$ cat src/rtl/descrambler_lfsr.sv
// Receive-side challenge descrambler: regenerates the scrambler's Fibonacci LFSR
// from the loaded seed, strips it from each word and counts words that miss the seed.
module descrambler_lfsr #(
    parameter logic [7:0] TAPS      = 8'hB8,
    parameter int         ERR_CNT_W = 8
) (
    input  logic                 clk,
    input  logic                 reset,
    input  logic                 load,
    input  logic [7:0]           seed,
    input  logic                 in_valid,
    input  logic [7:0]           in_data,
    output logic                 in_ready,
    output logic                 out_valid,
    output logic [7:0]           out_data,
    output logic                 out_match,
    output logic [7:0]           out_index,
    input  logic                 out_ready,
    output logic [ERR_CNT_W-1:0] err_count
);

    localparam logic [1:0] IDLE  = 2'd0;
    localparam logic [1:0] FIRST = 2'd1;
    localparam logic [1:0] RUN   = 2'd2;

    logic [1:0]           state_q, state_d;
    logic [7:0]           lfsr_q, lfsr_d;
    logic [7:0]           seed_q, seed_d;
    logic [7:0]           idx_q, idx_d;
    logic                 out_valid_q, out_valid_d;
    logic [7:0]           out_data_q, out_data_d;
    logic                 out_match_q, out_match_d;
    logic [7:0]           out_index_q, out_index_d;
    logic [ERR_CNT_W-1:0] err_count_q, err_count_d;

    logic [7:0] lfsr_next;
    logic [7:0] recovered;
    logic       accept;

    assign lfsr_next = {lfsr_q[6:0], ^(lfsr_q & TAPS)};
    assign in_ready  = (state_q != IDLE) && !load && (!out_valid_q || out_ready);
    assign accept    = in_valid && in_ready;

    always_comb begin
        state_d     = state_q;
        lfsr_d      = lfsr_q;
        seed_d      = seed_q;
        idx_d       = idx_q;
        out_valid_d = out_valid_q;
        out_data_d  = out_data_q;
        out_match_d = out_match_q;
        out_index_d = out_index_q;
        err_count_d = err_count_q;
        // Word 0 is the seed itself; later words carry the k-step keystream.
        recovered   = (state_q == FIRST) ? in_data : (in_data ^ lfsr_next);

        if (load) begin
            state_d     = FIRST;
            seed_d      = seed;
            lfsr_d      = (seed == 8'h00) ? 8'h01 : seed;
            idx_d       = 8'h00;
            out_valid_d = 1'b0;
        end else begin
            if (out_valid_q && out_ready)
                out_valid_d = 1'b0;
            if (accept) begin
                if (state_q == RUN)
                    lfsr_d = lfsr_next;
                state_d     = RUN;
                out_valid_d = 1'b1;
                out_data_d  = recovered;
                out_match_d = (recovered == seed_q);
                out_index_d = idx_q;
                idx_d       = idx_q + 8'd1;
                if ((recovered != seed_q) && (err_count_q != {ERR_CNT_W{1'b1}}))
                    err_count_d = err_count_q + 1'b1;
            end
        end
    end

    always_ff @(posedge clk) begin
        if (reset) begin
            state_q     <= IDLE;
            lfsr_q      <= 8'h00;
            seed_q      <= 8'h00;
            idx_q       <= 8'h00;
            out_valid_q <= 1'b0;
            out_data_q  <= 8'h00;
            out_match_q <= 1'b0;
            out_index_q <= 8'h00;
            err_count_q <= '0;
        end else begin
            state_q     <= state_d;
            lfsr_q      <= lfsr_d;
            seed_q      <= seed_d;
            idx_q       <= idx_d;
            out_valid_q <= out_valid_d;
            out_data_q  <= out_data_d;
            out_match_q <= out_match_d;
            out_index_q <= out_index_d;
            err_count_q <= err_count_d;
        end
    end

    assign out_valid = out_valid_q;
    assign out_data  = out_data_q;
    assign out_match = out_match_q;
    assign out_index = out_index_q;
    assign err_count = err_count_q;

endmodule
$ cat config.mk
export PLATFORM = sky130hd
export DESIGN_NAME = descrambler_lfsr
export DESIGN_NICKNAME = d
export VERILOG_FILES = /design/src/rtl/descrambler_lfsr.sv
export SDC_FILE = /design/constraint.sdc
export NUM_CORES = 1
export LEC_CHECK = 0
export ABC_AREA = 1
export CAP_MARGIN = 5
export CORE_MARGIN = 1.5
export CORE_UTILIZATION = 52
export DETAILED_ROUTE_END_ITERATION = 12
export PLACE_DENSITY = 0.8
export SKIP_LAST_GASP = 1
export SYNTH_ARGS = -nofsm -noshare
export SYNTH_HDL_FRONTEND = slang
export SYNTH_SLANG_ARGS = --single-unit
$ cat constraint.sdc
create_clock -name clk -period 1.8 [get_ports clk]
set_input_delay 0.36 -clock clk [delete_from_list [all_inputs] [get_ports clk]]
set_output_delay 0.36 -clock clk [all_outputs]
set_load 0.05 [all_outputs]
# Word-level counts from Yosys, hierarchy flattened
# Index checks and enable logic that the tools add are counted.
[totals]
memories = 0
ram_bits = 0
output_inout_bits = 27
romBits = 0
input_bits = 21
register_bits = 52
latchBits = 0
[op_classes]
div_mod_pow = 0
n_eq_ne = 5
n_shift = 0
n_mux = 9
n_reduce_logical = 18
add_sub_neg = 2
bitwise_logic = 2
order_cmp = 0
multipliers = 0
[op_table]
columns = ["cell", "n"]
rows = [
  ["2-to-1 mux 8 bit", 5],
  ["adder 8 x 1 -> 8 bit, second input constant", 2],
  ["equality test 8 bit", 1],
  ["zero test 8 bit", 1],
  ["inequality test 8 bit", 1],
  ["inequality test 8 bit, second input constant", 1],
  ["nonzero test 2 bit", 4],
  ["XOR reduction 8 bit", 1],
  ["XOR 8 bit", 1],
  ["logical AND 1 bit", 5],
  ["2-to-1 mux 1 bit", 4],
  ["AND reduction 2 bit", 2],
  ["AND reduction 3 bit", 1],
  ["equality test 2 x 1 -> 1 bit, second input constant", 1],
  ["equality test 2 bit, second input constant", 1],
  ["zero test 1 bit", 2],
  ["OR reduction 2 bit", 1],
  ["logical OR 1 bit", 1],
  ["NOT 1 bit", 1],
]

# Logic depth before layout (Yosys ltp)
# Gate-level depths: netlist of the first run.
[logic_depth]
depth_word = 6
depth_mapped = 16
ltp_nobuf = 15

# Worst setup path before layout of the first run
# Ideal clock, no wire load.
[synth_timing]
kind = "register to register"
start = "register out_valid_q, in the netlist out_valid"
end = "register lfsr_q[0]"
setup_slack_ps = -439
setup_ps = 127
arrival_ps = 2111
path_stages_with_launch = 10
path_cell_list = "dfxtp_1 inv_1 nor2_1 nor3_2 nand2_2 buf_6 nor3_4 nor2_4 nor2_1 a211oi_2"
[synth_between]
elab_chain_cells = 6
[synth_lines]
columns = ["element", "line", "rtl"]
rows = [
  ["from (decl)", "30", "logic out_valid_q, out_valid_d;"],
  ["from (signal assigned)", "97", "out_valid_q <= out_valid_d;"],
  ["zero test 1 bit", "41", "assign in_ready = (state_q != IDLE) && !load && (!out_valid_q || out_ready);"],
  ["logical OR 1 bit", "41", ""],
  ["logical AND 1 bit", "41", ""],
  ["net in_ready", "13", "output logic in_ready,"],
  ["logical AND 1 bit", "42", "assign accept = in_valid && in_ready;"],
  ["nonzero test 2 bit (no line)", "-", ""],
  ["AND reduction 2 bit (no line)", "-", ""],
  ["to (signal assigned)", "94", "lfsr_q <= lfsr_d;"],
  ["to (decl)", "27", "logic [7:0] lfsr_q, lfsr_d;"],
]
# The timed path passes the listed nets, and every way through them passes these cells.
# A chain may end at the register's enable or synchronous reset.

# Worst setup path after layout of the first run
[layout_timing]
start = "register state_q[1]"
end = "register err_count_q[2], in the netlist err_count[2]"
[layout_between]
elab_chain_cells = 5
word_cells_on_any_way = 9
classes_between = "eq/ne: 2; mux: 1; reduce/logical: 6"
[layout_lines]
columns = ["element", "line", "rtl"]
rows = [
  ["from (decl)", "26", "logic [1:0] state_q, state_d;"],
  ["from (signal assigned)", "93", "state_q <= state_d;"],
  ["equality test 2 x 1 -> 1 bit / nonzero test 2 bit (equally long branches)", "55, 41", ""],
  ["2-to-1 mux 8 bit / logical AND 1 bit (equally long branches)", "55, 41", ""],
  ["inequality test 8 bit / logical AND 1 bit (equally long branches)", "75, 41", ""],
  ["logical AND 1 bit (on tied branches)", "75, 42", ""],
  ["AND reduction 3 bit (no line) *", "-", ""],
  ["to (signal assigned)", "101", "err_count_q <= err_count_d;"],
  ["to (decl)", "34", "logic [ERR_CNT_W-1:0] err_count_q, err_count_d;"],
]
# Mark *: on every way between the ends. The rest lies on a longest branch, timed or not.

==> impl_metrics.yaml, run 1 <==
placed_design:
  place.gp.congestion: 0.8679
  portBuffers: 47
  detailedPlace.worstSlack_ps: -285.0
  hpwl_um: 4519
  place_area_um2: 3301
setup_path:
  worst-r2r-cell-count: 14
  end_kind: "flop"
  reg2reg_setup_slack_ps: 30
  regToRegStartpoint: "state_q[1]"
  timing.critical_path.slowest_cell_delay_ps: 340
  reg2reg_to: "err_count[2]"
  critical_path.slowest_cell: "sky130_fd_sc_hd__dfxtp_2"
  timing.critical_path.arrival_ps: 1980
  worst-setup-path-type: "flop to flop"
  critical_path.startpoint_type: "flop"
  cp_max_fo: 10
  path_cells: "inv_2 > nand2_4 > clkbuf_16 > inv_2 > nand2_1 > nand3_1 > nand2_1 > nor2_2 > nand2_2 > nor2_4 > buf_6 > nand2_2 > nand4_1 > a21oi_1"
  worst-endpoint-required_ps: 2010
layout:
  fin_nets: 471
  final_design_area_no_fill_um2: 3556
  layout.cells.most_common: "sky130_fd_sc_hd__nand2_1"
  number_of_fillers_in_the_final_layout: 348
  synthToLayoutAreaGrowth_pct: 39.04
  layout-drive-gt1-share_pct: 25.17
  diodes: 0
  mostFrequentLayoutCells: "sky130_fd_sc_hd__nand2_1, sky130_fd_sc_hd__buf_4, sky130_fd_sc_hd__dfxtp_1"
die:
  floorplan.initialDensity_pct: 54.15
  fp.dieArea_um2: 5348
  design.core.area_um2: 4723
  chipWidth_um: 73.13
  design.portCount: 48
  die_height_um: 73.13
  row_count: 25
global_routing:
  grt_antenna_before_repair: 0
  grt.total_usage_pct: 23.82
  grt-ovfl-total: 0
  grt_start_max_net_pins: 25
  number_of_global_route_vias_before_repair: 2384
  grt_first_pass_wirelength_um: 10090
clock_network:
  h_tree_levels: 2
  clock_latency_ps: 320
  cts.reportedPaths.clkPinSlew_ps: 110
  clock_tree_from_tritoncts: "built"
  numClockSinks: 52
  clock_tree.buffer_depth: 2
  clock_root_buffer: "sky130_fd_sc_hd__clkbuf_8"
  num_cts_buffers: 5
routing:
  wirelength_um: 6569
  dr.first_iter.drc_count: 173
  drc: 0
  detailroute.via_count: 2711
  drt.antenna.violating_nets: 0
  wl_per_cell_um: 12.73
  drt_first_pass_iters: 5
  detail_route.vias_per_cell: 5.254
timing:
  max_slew_violations: 0
  clock_period_minus_worst_slack_ps: 1770
  finClkSkew_ps: 12.80
  timing.max_slew.rel_slack_pct: 74.49
  finalSetupViolations: 0
  max_freq_mhz: 565.1
  setup_tns_ps: 0
  final_worst_path_cycle_share_pct: 98.32
  tightest_slew_ps: 379.8
  timing_hold_violations_final: 0
  grt_setup_unrepaired: "true"
  post-route-worst-setup-slack_ps: 30.30
synth:
  synthesis.instances: 364
  count_of_state_elements_after_synthesis: 52
  synth_area_um2: 2557
  synth_async_sr_flop_share_pct: 0
  mappedNetlistNets: 387
  synth_seq_area_share_pct: 40.70
  synth-edff-count: 0
  synth_cell_types: 33
  syn-mean-instance-area_um2: 7.026
  synth.yosys.warnings: 0
  synthFlopType: "sky130_fd_sc_hd__dfxtp_1"
worst_hold_path:
  hold_end: "out_index[2]"
  holdCritPathClass: "flop to flop"
  timing.hold.worst.start: "out_index[2]"
  worst_hold_path.num_cells: 2
job:
  drv.max_cap_violation_count: 0
power_and_ir_drop:
  irDropWorstVdd_mv: 0.4556
  power_leakage_nw: 1.532
  total_power_divided_by_cell_area_nw_per_um2: 690.8
run_status:
  run_status: "finished, final reports clean"
==> report_power, final <==
group	switching, mW	total (mW)	internal, mW
clock	0.442	0.729	0.287
sequential	0.0340	1.23	1.19
combinational	0.286	0.500	0.214
==> per-stage QoR <==
stage	power, mW	util (%)	cells	hold WS, ps
after global routing	2.553	75.28	516	504.6
after detailed placement	1.706	69.88	500	455.1
after global placement	1.696	69.88	500	455.4
final	2.456	75.28	516	467.9
after floorplan	1.519	-	364	450.0
after CTS	2.410	71.92	508	469.6
==> cell usage after synthesis, types with 2 or more instances <==
cell                       number  area, µm²
sky130_fd_sc_hd__a21oi_1       22      110.1
sky130_fd_sc_hd__a31oi_1       13      81.33
sky130_fd_sc_hd__buf_2          4      20.02
sky130_fd_sc_hd__buf_6          2      22.52
sky130_fd_sc_hd__clkbuf_1       9      33.78
sky130_fd_sc_hd__dfxtp_1       52       1041
sky130_fd_sc_hd__ha_1           2      25.02
sky130_fd_sc_hd__inv_1         39      146.4
sky130_fd_sc_hd__nand2_1      101      379.1
sky130_fd_sc_hd__nand2_2        3      18.77
sky130_fd_sc_hd__nand3_1       30      150.1
sky130_fd_sc_hd__nand3_2        2      20.02
sky130_fd_sc_hd__nand3b_1       4      30.03
sky130_fd_sc_hd__nand4_1        8      50.05
sky130_fd_sc_hd__nor2_1        21      78.83
sky130_fd_sc_hd__nor3_1         5      25.02
sky130_fd_sc_hd__nor3b_1        2      15.01
sky130_fd_sc_hd__nor4_1         3      18.77
sky130_fd_sc_hd__o21ai_0       18      90.09
sky130_fd_sc_hd__o22ai_1        7      43.79
sky130_fd_sc_hd__xnor2_1        2      17.52
sky130_fd_sc_hd__xor2_1         4      35.03
==> kinds of logic after synthesis <==
group,count (synthesis),synth area share [%]
AND/OR/NAND/NOR,184,33.12
AO/OA/AOI/OAI,63,13.80
buffers and inverters,57,9.344
flip-flops,52,40.70
XOR/XNOR,6,2.055
adder cells (fa/ha/maj),2,0.9783
==> how the worst max path moves through the flow <==
stage                           from      endpoint  cells after the start
after floorplan            out_valid     lfsr_q[0]                      9
after global placement    in_data[3]  err_count[1]                     15
after detailed placement   out_ready      idx_q[6]                     10
after CTS                 state_q[1]  err_count[0]                     16
after global routing      state_q[1]  err_count[2]                     15
final                     state_q[1]  err_count[2]                     14
==> critical path: cells and delay by family, from the launching register on <==
kind,cells,cell delay [ps]
buffers and inverters,4,430
AOI/OAI and AO/OA,1,90
and+or+nand+nor,9,810
DFF,1,340
==> flip-flops by register name, indices dropped and copies added, names as in the netlist <==
| register | cells |
|---|---|
| idx_q | 8 |
| out_match | 1 |
| err_count | 8 |
| out_index | 8 |
| out_valid | 1 |
| seed_q | 8 |
| lfsr_q | 8 |
| out_data | 8 |
| state_q | 2 |
==> metal layers <==
metal  wire length, µm  share of wire (%)  track usage, %
met4                78                1.2           8.386
met3               245                3.7           4.696
met2              3250                 49           41.82
met1              2994                 46           28.74
met5                 0                  0               0
==> cell type report <==
type,count,area (µm²),area share [%]
clock buffer,5,68.82,1.935
multi-input combinational,257,1360,38.25
tap,67,83.83,2.357
clock inverter,3,27.53,0.7741
sequential,52,1051,29.56
inverter,41,155.1,4.363
timing repair buffer,91,809.5,22.77
==> repair_timing <==
action                                  4_1_cts  5_1_grt
setup buffers                                 0        4
hold buffers                                  0        0
gates resized for setup                       0       20
endpoints found under the setup margin        0       10
(Power assumes the default switching activity.)
==> inputs of run 2 (changes only) <==
Settings changed: CORE_MARGIN 1.5 to 2, PLACE_DENSITY 0.8 to 0.91.
==> impl_metrics.yaml, run 2 (synthesis gave the netlist of run 1 again) <==
timing:
  finClkSkew_ps: 10.17
  final_worst_path_cycle_share_pct: 105.6
  timing_hold_violations_final: 0
  clock_period_minus_worst_slack_ps: 1901
  grt_setup_unrepaired: "true"
  setup_tns_ps: -473.5
  finalHoldWorstSlack_ps: 469.0
  max_slew_violations: 0
  max_freq_mhz: 526.0
  finalSetupViolations: 10
  post-route-worst-setup-slack_ps: -101.3
  tightest_slew_ps: 383.4
  timing.max_slew.rel_slack_pct: 74.38
clock_network:
  numClockSinks: 52
  clock_root_buffer: "sky130_fd_sc_hd__clkbuf_8"
  clock_tree_from_tritoncts: "built"
  cts.reportedPaths.clkPinSlew_ps: 100
  num_cts_buffers: 5
  h_tree_levels: 2
  cts_hold_buf: 0
  clock_latency_ps: 310
  clock_tree.buffer_depth: 2
power_and_ir_drop:
  sequentialPowerShare_pct: 48.6
  power.combinational.fraction_pct: 19.4
  p_sw_mw: 0.7170
  power.switching_fraction_pct: 28.36
  share_clk_of_total_power_pct: 32.0
  power_leakage_nw: 1.532
  internal_power_mw: 1.811
  total_power_divided_by_cell_area_nw_per_um2: 713.0
  irDropWorstVdd_mv: 0.3792
  post-layout-total-power_mw: 2.528
layout:
  layout-drive-gt1-share_pct: 24.66
  number_of_fillers_in_the_final_layout: 329
  synthToLayoutAreaGrowth_pct: 38.65
  mostFrequentLayoutCells: "sky130_fd_sc_hd__nand2_1, sky130_fd_sc_hd__buf_4, sky130_fd_sc_hd__dfxtp_1"
  fin_nets: 468
  layout.cells.most_common: "sky130_fd_sc_hd__nand2_1"
  diodes: 0
  fin_util_pct: 75.07
routing:
  wl_per_cell_um: 13.66
  detailroute.via_count: 2786
  drt_first_pass_iters: 4
  detail_route.vias_per_cell: 5.431
  wirelength_um: 7007
  drc: 0
  drt.antenna.violating_nets: 0
  dr.first_iter.drc_count: 203
worst_hold_path:
  worst_hold_path.num_cells: 2
  holdCritPathClass: "flop to flop"
setup_path:
  timing.critical_path.arrival_ps: 2150
  worst-setup-path-type: "flop to flop"
  end_kind: "flop"
  cp_max_fo: 7
  worst-r2r-cell-count: 13
  worst-endpoint-required_ps: 2050
  critical_path.startpoint_type: "flop"
global_routing:
  grt_first_pass_wirelength_um: 10700
  grt.total_usage_pct: 24.87
  number_of_global_route_vias_before_repair: 2591
  grt-ovfl-total: 0
  grt_start_max_net_pins: 32
  grt_antenna_before_repair: 0
die:
  fp.dieArea_um2: 5495
  die_height_um: 74.13
  floorplan.initialDensity_pct: 54.15
  row_count: 25
  design.portCount: 48
  design.core.area_um2: 4723
  chipWidth_um: 74.13
job:
  drv.max_cap_violation_count: 0
placed_design:
  detailedPlace.worstSlack_ps: -306.9
  place.gp.congestion: 0.8611
  hpwl_um: 4678
  portBuffers: 47
run_status:
  run_status: "finished with violations"
  violated_checks: "setup timing"
run 2: layout make-up:
type	count	area, µm²	share of cell area [%]
Sequential cell	52	1050	29.60
Multi-Input combinational cell	257	1375	38.78
Clock inverter	2	35.03	0.9880
Timing Repair Buffer	88	774.5	21.84
Clock buffer	6	72.57	2.047
Inverter	41	155.1	4.375
Tap cell	67	83.83	2.364
run 2: layer usage:
metal  global-route usage, %  vias to the layer above  share of wire [%]
li1                        -                     1371                  -
met1                   28.75                     1291                 40
met2                   45.73                      100                 51
met3                   4.472                       24                5.9
met4                   8.889                        0                2.5
met5                       0                        -                  0
run 2: stage by stage:
step	area, µm²	instances
floorplan	2577	364
global placement	3283	496
detailed placement	3283	496
CTS	3406	504
global route	3546	513
finish	3546	513
run 2: critical path, cell delays in order (launching register included):
cell	delay [ps]
sky130_fd_sc_hd__dfxtp_2	340
sky130_fd_sc_hd__inv_2	50
sky130_fd_sc_hd__nand2_4	120
sky130_fd_sc_hd__buf_4	150
sky130_fd_sc_hd__nand3_1	100
sky130_fd_sc_hd__nand3_1	120
sky130_fd_sc_hd__nand2_1	60
sky130_fd_sc_hd__nor2_1	130
sky130_fd_sc_hd__nand2_1	110
sky130_fd_sc_hd__nor2_4	180
sky130_fd_sc_hd__nand2_4	110
sky130_fd_sc_hd__nand3_4	110
sky130_fd_sc_hd__nand2_1	90
sky130_fd_sc_hd__a21oi_1	150
run 2: power groups by stage:
stage,clock [mW],sequential [mW],combinational (mW)
2_1_floorplan,0,1.31,0.206
3_3_place_gp,0,1.25,0.438
3_5_place_dp,0,1.25,0.450
4_1_cts,0.807,1.23,0.453
5_1_grt,0.856,1.23,0.532
6_report,0.809,1.23,0.492
run 2: final timing paths:
path               start            to  slack (ps)
max           state_q[1]  err_count[5]        -100
min reg2reg  out_data[4]   out_data[4]         470
min          out_data[4]   out_data[4]         470
max reg2reg   state_q[1]  err_count[5]        -100
run 2: timing repair:
| action | in CTS | in global routing |
|---|---|---|
| gates resized for setup | 4 | 24 |
| buffers inserted | 0 | 7 |
| pin swaps | 0 | 6 |
| setup endpoints to repair | 10 | 11 |
| gates cloned | 0 | 2 |
==> RTL edit, RTL diff (flow settings as in run 2) <==
Set the localparam `FIRST` to 2'd0 (it was 2'd1).
--- a/src/rtl/descrambler_lfsr.sv
+++ b/src/rtl/descrambler_lfsr.sv
@@ -20,7 +20,7 @@
 );
 
     localparam logic [1:0] IDLE  = 2'd0;
-    localparam logic [1:0] FIRST = 2'd1;
+    localparam logic [1:0] FIRST = 2'd0;
     localparam logic [1:0] RUN   = 2'd2;
 
     logic [1:0]           state_q, state_d;
Formal check against the unedited RTL: not equivalent (a bounded check fails within 4 cycles, from zero or initial values and one cycle with reset high).
==> RTL edit against run 2 <==
Cell area fell by 8.3%. Largest cell class unchanged. Wire length shrank 11%. Clock skew down 1.4 ps. Sequential cell count is 1 lower. Maximum frequency up 8.2%. Sequential share of layout area up 2.2 points. Synthesized area down 5.4%. Critical path type is now primary input to output pin. Setup slack improved by 140 ps. Register-to-register slack better by 190 ps. Hold slack got worse by 1.4 ps.
Power is not compared: it rests on default switching activity, and its combinational part moved more than twofold at a synthesized area within 25%.
==> RTL edit: results (changes against run 2) <==
status completed (was finished, violations left); Crit-path slowest cell clkdlybuf4s50_1 (was dfxtp_2); placed insts 441 (was 496); share of cells above drive strength 1 0.2401 (was 0.2466); CP arrival 1400 ps (was 2150 ps); drt first pass iters 5 (was 4); routed wl met2 3094 µm (was 3605 µm); met3 Use GR 0.05833 (was 0.04472); Unique masters post-synth 36 (was 33); Placed Area 3059 µm² (was 3283 µm²); met2 Use GR 0.4200 (was 0.4573); largest cells by area after synthesis dfxtp_1 42%, nand2_1 15%, inv_1 5.4% (was dfxtp_1 41%, nand2_1 15%, nand3_1 5.9%); Clock Skews 8.776 ps (was 10.17 ps); DP Wirelength 4284 µm (was 4678 µm); first-pass GRT wire length 9687 µm (was 10700 µm); slew margin rel. 0.7345 (was 0.7438); Post-Synth Adder-Cell Area 0.01035 (was 0.009785); DRT Wirelength 6218 µm (was 7007 µm); DR vias 2469 (was 2786); largest net degree at the start of global routing 23 (was 32); syn nets 350 (was 387); DR iter-0 viols 186 (was 203); reg2reg path depth 10 (was 13); GP Congestion 0.8328 (was 0.8611); Post-Route M1 WL 2650 µm (was 2809 µm); number of global-route vias before repair 2251 (was 2591); met3 wire len 363 µm (was 415 µm); Post-Syn Instances 327 (was 364); GRT Overall Usage 0.2378 (was 0.2487); Setup Slack @ Placement -238.7 ps (was -306.9 ps); GRT met1 Usage 0.2824 (was 0.2875); Final nets 427 (was 468); vias per cell 5.414 (was 5.431); slowest stage delay, CP 450 ps (was 340 ps); top cells by count, synth 96 x nand2_1, 51 x dfxtp_1, 35 x inv_1 (was 101 x nand2_1, 52 x dfxtp_1, 39 x inv_1)
-- RTL edit: what timing repair did --
action	CTS	global route
endpoints found under the setup margin	4	9
pin swaps	0	8
gates resized for setup	1	13
buffers inserted	0	8
-- RTL edit: path summary, 6_finish.rpt --
check,slack [ps],start,end
hold / removal,470,out_index[4]$_SDFFE_PP0P_,out_index[4]$_SDFFE_PP0P_
setup reg to reg,90,state_q[1]$_SDFFE_PP0P_,err_count[2]$_SDFFE_PP0P_
hold reg to reg,470,out_index[4]$_SDFFE_PP0P_,out_index[4]$_SDFFE_PP0P_
setup / recovery,40,out_ready,in_ready
-- RTL edit: layout make-up --
cell class | instances | area (µm²)
fillers | 308 | 1161
multi-input cells | 225 | 1199
clock inverters | 1 | 30.03
clock buffers | 6 | 72.57
flip-flops and latches | 51 | 1035
repair buffers | 84 | 705.7
inverters | 37 | 146.4
well taps | 52 | 65.06
